**config.mk**
```make
export PLATFORM = sky130hd
export DESIGN_NAME = acc_requant
export DESIGN_NICKNAME = d
export VERILOG_FILES = /design/src/rtl/acc_requant.sv
export SDC_FILE = /design/constraint.sdc
export NUM_CORES = 1
export LEC_CHECK = 0
export BUFFER_PORTS_ARGS = -buffer_cell sky130_fd_sc_hd__clkbuf_2
export CAP_MARGIN = 40
export CORE_MARGIN = 10
export CORE_UTILIZATION = 40
export CTS_BUF_LIST = sky130_fd_sc_hd__clkbuf_8 sky130_fd_sc_hd__clkbuf_16
export DETAILED_ROUTE_END_ITERATION = 8
export GPL_TIMING_DRIVEN = 0
export SLEW_MARGIN = 20
export SYNTH_ARGS = -nofsm -noshare
export SYNTH_HDL_FRONTEND = slang
export SYNTH_SLANG_ARGS = --single-unit
```
**constraint.sdc**
```tcl
create_clock -name clk -period 12.8 [get_ports clk]
set_clock_uncertainty 0.2 [all_clocks]
set_input_delay 0.64 -clock clk [delete_from_list [all_inputs] [get_ports clk]]
set_output_delay 0.64 -clock clk [all_outputs]
set_load 0.02 [all_outputs]
```
**src/rtl/acc_requant.sv**
```systemverilog
// Accumulates len signed products, adds bias, then rounds, shifts and saturates the sum to int8.
// Optional ReLU clamp on the output when ACC_REQUANT_RELU_EN is defined.
module acc_requant #(
  parameter int PW = 16,
  parameter int AW = 24,
  parameter int OW = 8,
  parameter int CW = 8
) (
  input  logic          clk,
  input  logic          sclr,
  input  logic [CW-1:0] cfg_len,
  input  logic [3:0]    cfg_shift,
  input  logic [PW-1:0] cfg_bias,
  input  logic          in_valid,
  output logic          in_ready,
  input  logic [PW-1:0] in_p,
  output logic          out_valid,
  input  logic          out_ready,
  output logic [OW-1:0] out_q,
  output logic          out_sat
);

  localparam int RW = AW + 2;
  localparam logic [CW-1:0] ONE = {{(CW-1){1'b0}}, 1'b1};
  localparam logic signed [RW-1:0] QMAX = {{(RW-OW+1){1'b0}}, {(OW-1){1'b1}}};
  localparam logic signed [RW-1:0] QMIN = ~QMAX;

  typedef enum logic [1:0] {IDLE, ACC, RQ, OUT} state_t;

  state_t                 state;
  logic signed [AW-1:0]   acc;
  logic [CW-1:0]          cnt;
  logic [CW-1:0]          len;
  logic [3:0]             shift;
  logic signed [PW-1:0]   bias;
  logic                   sticky;

  logic signed [AW:0]     acc_sum;
  logic signed [AW-1:0]   acc_next;
  logic                   acc_ovf;
  logic signed [RW-1:0]   rq_sum;
  logic signed [RW-1:0]   rq_rnd;
  logic signed [RW-1:0]   rq_shf;
  logic [OW-1:0]          rq_q;
  logic                   rq_clamp;

  assign in_ready = !sclr && (state == IDLE || state == ACC);

  // One extra bit catches overflow; clamp to the AW-bit extremes.
  always_comb begin
    acc_sum  = {acc[AW-1], acc} + {{(AW+1-PW){in_p[PW-1]}}, in_p};
    acc_ovf  = acc_sum[AW] != acc_sum[AW-1];
    acc_next = acc_sum[AW-1:0];
    if (acc_ovf)
      acc_next = acc_sum[AW] ? {1'b1, {(AW-1){1'b0}}} : {1'b0, {(AW-1){1'b1}}};
  end

  // Two guard bits keep bias plus rounding term from wrapping.
  always_comb begin
    rq_sum   = {{2{acc[AW-1]}}, acc} + {{(RW-PW){bias[PW-1]}}, bias};
    rq_rnd   = '0;
    if (shift != 4'd0)
      rq_rnd = {{(RW-1){1'b0}}, 1'b1} << (shift - 4'd1);
    rq_shf   = (rq_sum + rq_rnd) >>> shift;
    rq_clamp = 1'b0;
    rq_q     = rq_shf[OW-1:0];
    if (rq_shf > QMAX) begin
      rq_q     = {1'b0, {(OW-1){1'b1}}};
      rq_clamp = 1'b1;
    end else if (rq_shf < QMIN) begin
      rq_q     = {1'b1, {(OW-1){1'b0}}};
      rq_clamp = 1'b1;
    end
`ifdef ACC_REQUANT_RELU_EN
    if (rq_q[OW-1])
      rq_q = '0;
`endif
  end

  always_ff @(posedge clk or posedge sclr) begin
    if (sclr) begin
      state     <= IDLE;
      acc       <= '0;
      cnt       <= '0;
      len       <= ONE;
      shift     <= '0;
      bias      <= '0;
      sticky    <= 1'b0;
      out_valid <= 1'b0;
      out_q     <= '0;
      out_sat   <= 1'b0;
    end else begin
      case (state)
        IDLE: if (in_valid) begin
          len    <= (cfg_len == '0) ? ONE : cfg_len;
          shift  <= cfg_shift;
          bias   <= cfg_bias;
          acc    <= {{(AW-PW){in_p[PW-1]}}, in_p};
          cnt    <= ONE;
          sticky <= 1'b0;
          state  <= (cfg_len == '0 || cfg_len == ONE) ? RQ : ACC;
        end
        ACC: if (in_valid) begin
          acc    <= acc_next;
          sticky <= sticky | acc_ovf;
          cnt    <= cnt + ONE;
          if (cnt + ONE == len)
            state <= RQ;
        end
        RQ: begin
          out_q     <= rq_q;
          out_sat   <= sticky | rq_clamp;
          out_valid <= 1'b1;
          state     <= OUT;
        end
        OUT: if (out_ready) begin
          out_valid <= 1'b0;
          acc       <= '0;
          cnt       <= '0;
          sticky    <= 1'b0;
          state     <= IDLE;
        end
        default: state <= IDLE;
      endcase
    end
  end

endmodule
```
## Word-level counts from Yosys, hierarchy flattened

Cells that the tools add are included.

- $add $sub $neg: 5
- Magnitude comparators: 2
- Equal/unequal tests: 10
- Shifts and indexed selects: 2
- Muxes and demuxes: 27
- Bitwise gates (word level): 2
- Reductions and logical operators: 13

Operator list:

| operator | number |
|---|---|
| 2-to-1 mux 24 bit | 5 |
| case mux 24 bit (3 select lines) | 1 |
| adder 24 x 16 -> 25 bit | 2 |
| 2-to-1 mux 8 bit | 6 |
| adder 25 x 26 -> 26 bit | 1 |
| greater-than comparator 26 x 8 -> 1 bit, second input constant | 1 |
| < comparator 26 x 8 -> 1 bit, second input constant | 1 |
| 2-to-1 mux 26 bit | 1 |
| left shift 1 x 4 -> 26 bit, first input constant | 1 |
| >>> shifter 26 x 4 -> 26 bit | 1 |
| case mux 8 bit (3 select lines) | 1 |
| 2-to-1 mux 2 bit | 5 |
| adder 8 x 1 -> 8 bit, second input constant | 1 |
| equality test 8 x 1 -> 1 bit, second input constant | 1 |
| equality test 8 bit | 1 |
| logical NOT 8 bit | 1 |
| case mux 2 bit (4 select lines) | 1 |
| AND reduction 4 bit | 2 |
| != test 2 bit, second input constant | 3 |
| 2-to-1 mux 1 bit | 5 |
| equality test 2 bit, second input constant | 2 |
| AND reduction 2 bit | 2 |
| nonzero test 4 bit | 1 |
| subtractor 4 x 1 -> 4 bit, second input constant | 1 |
| other kinds (12) | 14 |

- Bits in registers: 73
- Input bits: 48
- Output and inout port bits: 11
- Logic and storage cells: 71

## Logic depth before layout (Yosys ltp)

- Depth after elaboration: 9
- Depth in mapped cells: 21
- Depth with buffers taken out: 20

## Least setup slack after synthesis

OpenSTA, ideal clock, no wires.

- Path kind: register -> register
- Start point: register shift[2]
- End point: register out_sat
- Setup time: 0.126 ns
- Arrival: 5.102 ns
- Data required time: 12.474 ns
- Path slack: 7.372 ns
- Cell stages (with the launch flop): 22
- Path buffers: 5
- Period minus slack after synthesis: 5.428 ns
- Cell sequence: dfrtp_1 buf_4 clkbuf_1 buf_2 clkbuf_1 nand3_1 fa_1 inv_1 ha_1 buf_6 and2_4 a41o_1 or2_4 a211o_1 a21oi_4 xor2_1 a221oi_2 a21oi_1 or4_4 nor4_4 a31oi_4 o32a_1

- Longest elaborated chain between the ends: 9
- Elaborated cells on any way between the ends: 11
- Those cells by class: 2 x add/sub; 2 x order compare; 2 x shift; 3 x mux; 1 x bitwise; 1 x reduce/logical

RTL lines:

| what | RTL line | text |
|---|---|---|
| start, declared | 34 | `logic [3:0] shift;` |
| start signal, assigned | 96 | `shift <= cfg_shift;` |
| subtractor 4 x 1 -> 4 bit | 63 | `rq_rnd = {{(RW-1){1'b0}}, 1'b1} << (shift - 4'd1);` |
| left shift 1 x 4 -> 26 bit | 63 |  |
| 2-to-1 mux 26 bit | 62 | `if (shift != 4'd0)` |
| adder 25 x 26 -> 26 bit | 64 | `rq_shf = (rq_sum + rq_rnd) >>> shift;` |
| >>> shifter 26 x 4 -> 26 bit * | 64 |  |
| < comparator 26 x 8 -> 1 bit | 70 | `end else if (rq_shf < QMIN) begin` |
| 2-to-1 mux 1 bit | 70 |  |
| 2-to-1 mux 1 bit * | 67 | `if (rq_shf > QMAX) begin` |
| OR 1 bit * | 112 | `out_sat <= sticky \| rq_clamp;` |
| end signal, assigned | 112 |  |
| end, declared | 20 | `output logic out_sat` |

Every way passes the cells marked *; elsewhere a longest branch is shown, timed or not.
A chain may end at the register's enable or synchronous reset.

## Worst setup path after layout

- Start point: register shift[0]
- End point: register out_sat

Same word-level chain as after synthesis.

==> flow_summary_export.csv <==
group,metric,value,unit
outcome,outcome,"finished clean",
timing,max_slew_margin,0.4064,
worst_setup_path,r2r_start,"shift[0]$_DFFE_PP0P_",
global_route,busiest_layer,"met2",
layout,diodes,0,
timing,totalNegativeSetupSlack,0,ns
worst_setup_path,worstRegToRegCells,20,
floorplanning,rows,52,
worst_setup_path,max_stage_delay,0.73,ns
logic_synthesis,synthAdderAreaFrac,0.1383,
global_route,grt_pass1_wl,39920,µm
logic_synthesis,ys_ff_latch,73,
timing,max_freq,150.5,MHz
timing,min_period,6.643,ns
drt,ant_nets,0,
placed_design,dpl.hpwl,19300,µm
worst_setup_path,reg2reg_to,"out_sat$_DFFE_PP0P_",
drt,viasPerCell,5.686,
timing,setup_viol,0,
worst_setup_path,startpoint,"shift[0]$_DFFE_PP0P_",
drt,dr_total_vias,7602,
logic_synthesis,ys_types,93,
global_route,grt.met2_usage,0.3054,
clock_tree,path_clk_slew,0.07,ns
worst_setup_path,critPathRequiredTime,12.84,ns
floorplanning,core,20100,µm²
clock_tree,cts_hold_buf,0,
global_route,use_met1,0.2444,
timing,worst_slew_pin_slew,0.8874,ns
worst_setup_path,worst_ep_arrival_time,6.68,ns
worst_setup_path,rrSetupSlack,6.16,ns
worst_setup_path,cp_cell_sequence,"clkbuf_1 -> nor2_1 -> nand2_1 -> fa_1 -> inv_1 -> ha_1 -> inv_1 -> fa_1 -> nand2b_1 -> a21oi_2 -> o21a_2 -> o311ai_1 -> a311oi_1 -> a221oi_1 -> a221oi_2 -> a21oi_1 -> or4_4 -> nor4_4 -> a31oi_4 -> o32a_1",
global_route,antenna_found_initial,0,
placed_design,gp_congestion,0.9178,
logic_synthesis,yosys_warnings,0,
layout,final_cell_mix,"93 x nor2_1, 82 x a21oi_1, 75 x inv_1",
global_route,overflow,0,
timing,maxSlewViolCount,0,
worst_setup_path,critPathSlowestCell,"nor2_1",
floorplanning,start_util,0.4042,
timing,rsz0062_at_grt,"false",
clock_tree,ctsResizeCount,0,
clock_tree,cts_tree,"yes",
timing,period_share,0.5190,
floorplanning,die_y,162.5,µm
drt,wirelength,24230,µm
drt,wl_per_cell,18.12,µm
logic_synthesis,avgSynthCellArea,8.207,µm²
clock_tree,clk_path_buf_depth,2,
logic_synthesis,synthFlopType,"dfrtp_1",
logic_synthesis,synthArstFlopShare,1.000,
drt,dr.pass1.iters,5,
logic_synthesis,syn_inst,990,
worst_hold_path,min_path_type,"in2async",
logic_synthesis,synth_xor_area_frac,0.05066,
clock_tree,h-tree-depth,3,
logic_synthesis,synth_compound_area_frac,0.2678,
logic_synthesis,syn_area,8125,µm²
timing,worst_hold_slack,0.04524,ns
worst_setup_path,criticalPathCategory,"reg2reg",
clock_tree,cts_buffers,9,
logic_synthesis,synth-edff-count,0,
logic_synthesis,muxShareOfSynthArea,0.08269,
global_route,met3_usage,0.03008,
drt,drt_iter0_drc,549,
clock_tree,postCtsSetupRepairBufs,0,
drt,drc,0,
clock_tree,cts-root-buf,"clkbuf_16",
logic_synthesis,yosys.area_share.simple,0.1700,
clock_tree,clk_latency,0.35,ns
floorplanning,dieArea,26410,µm²
worst_setup_path,start_kind,"register",
global_route,grt_start_max_net_pins,55,
floorplanning,ios,59,
logic_synthesis,synth_top_family_by_area,"compound AO/OA/AOI/OAI gates",
job,maxCapViolCount,0,
placed_design,io_buffers,58,
worst_setup_path,worst_setup_path_end_kind,"register",
worst_setup_path,crit_fanout,9,
logic_synthesis,syn-num-nets,1117,
logic_synthesis,ys_seq_area_frac,0.2250,
layout,area_delta_synth_final,12.35,%
layout,layout_commonest_cell,"nor2_1",
clock_tree,cts_sinks,73,
global_route,grt_pass1_vias,7632,
layout,layout-drive-gt1-share,0.1603,
floorplanning,fp.dieW,162.5,µm
timing,hold_viol_final,0,
layout,nNetsFinal,1189,
global_route,track_usage,0.1845,
==> per-layer routing <==
layer,vias to the layer above,wire (µm)
li1,3770,-
met1,3602,11400
met2,205,11400
met3,25,1067
met4,0,365
met5,-,0
==> state kept, by name (all words and copies together), names as in the netlist <==
register and cells:
out_sat 1, out_valid 1, state 2, out_q 8
sticky 1, bias 16, acc 24, shift 4
len 8, cnt 8
==> cells in the mapped netlist (15+ instances only) <==
cell | number | area share
nor2_1 | 93 | 0.043
a21oi_1 | 82 | 0.051
inv_1 | 76 | 0.035
dfrtp_1 | 72 | 0.22
nand2_1 | 70 | 0.032
ha_1 | 61 | 0.094
o21ai_0 | 56 | 0.034
xnor2_1 | 37 | 0.040
nand3_1 | 35 | 0.022
mux2_2 | 34 | 0.047
clkbuf_1 | 26 | 0.012
a21o_1 | 23 | 0.021
nor3_1 | 19 | 0.012
fa_1 | 18 | 0.044
o22ai_1 | 17 | 0.013
mux2i_1 | 15 | 0.018
==> logic make-up after synthesis <==
group	count (synthesis)
XOR/XNOR	47
adder cells (fa/ha/maj)	79
AND/OR/NAND/NOR	289
flip-flops	73
AO/OA/AOI/OAI	319
buffers and inverters	127
multiplexers	55
other	1
==> per-stage QoR <==
stage                     cells    util  setup slack [ns]  cell area [µm²]
final                      1337  0.4541             6.157             9129
after global routing       1337  0.4541             5.757             9129
after CTS                  1337  0.4541             6.218             9129
after detailed placement   1321  0.4378             6.278             8802
after global placement     1318  0.4354             6.241             8753
after floorplan             990       -             7.372             8125
==> layout make-up <==
| cell class | instances | area [µm²] |
|---|---|---|
| buffer | 48 | 232.7 |
| clock buffer | 9 | 225.2 |
| clock inverter | 7 | 101.3 |
| fill | 2030 | 10980 |
| inverter | 79 | 299.0 |
| multi-input combinational | 790 | 5768 |
| sequential | 73 | 1828 |
| tap | 270 | 337.8 |
| timing repair buffer | 61 | 336.6 |
==> worst max-delay path: cells and delay by family (launching register included) <==
family	cells	cell delay, ns
buf+inv	3	0.38
fa+ha+maj	3	1.07
flops	1	0.37
compound gates	9	2.62
simple gates	5	1.89
==> worst max-delay path by stage <==
| stage | to | slack [ns] |
|---|---|---|
| after floorplan | out_sat$_DFFE_PP0P_ | 7.37 |
| after global placement | out_sat$_DFFE_PP0P_ | 6.24 |
| final | out_sat$_DFFE_PP0P_ | 6.16 |
| after global routing | out_sat$_DFFE_PP0P_ | 5.76 |
| after detailed placement | out_sat$_DFFE_PP0P_ | 6.28 |
| after CTS | out_sat$_DFFE_PP0P_ | 6.22 |
Power is left out: the tool's default activity adds up to more than one toggle a clock period on the data nets, which glitch-free logic cannot reach.
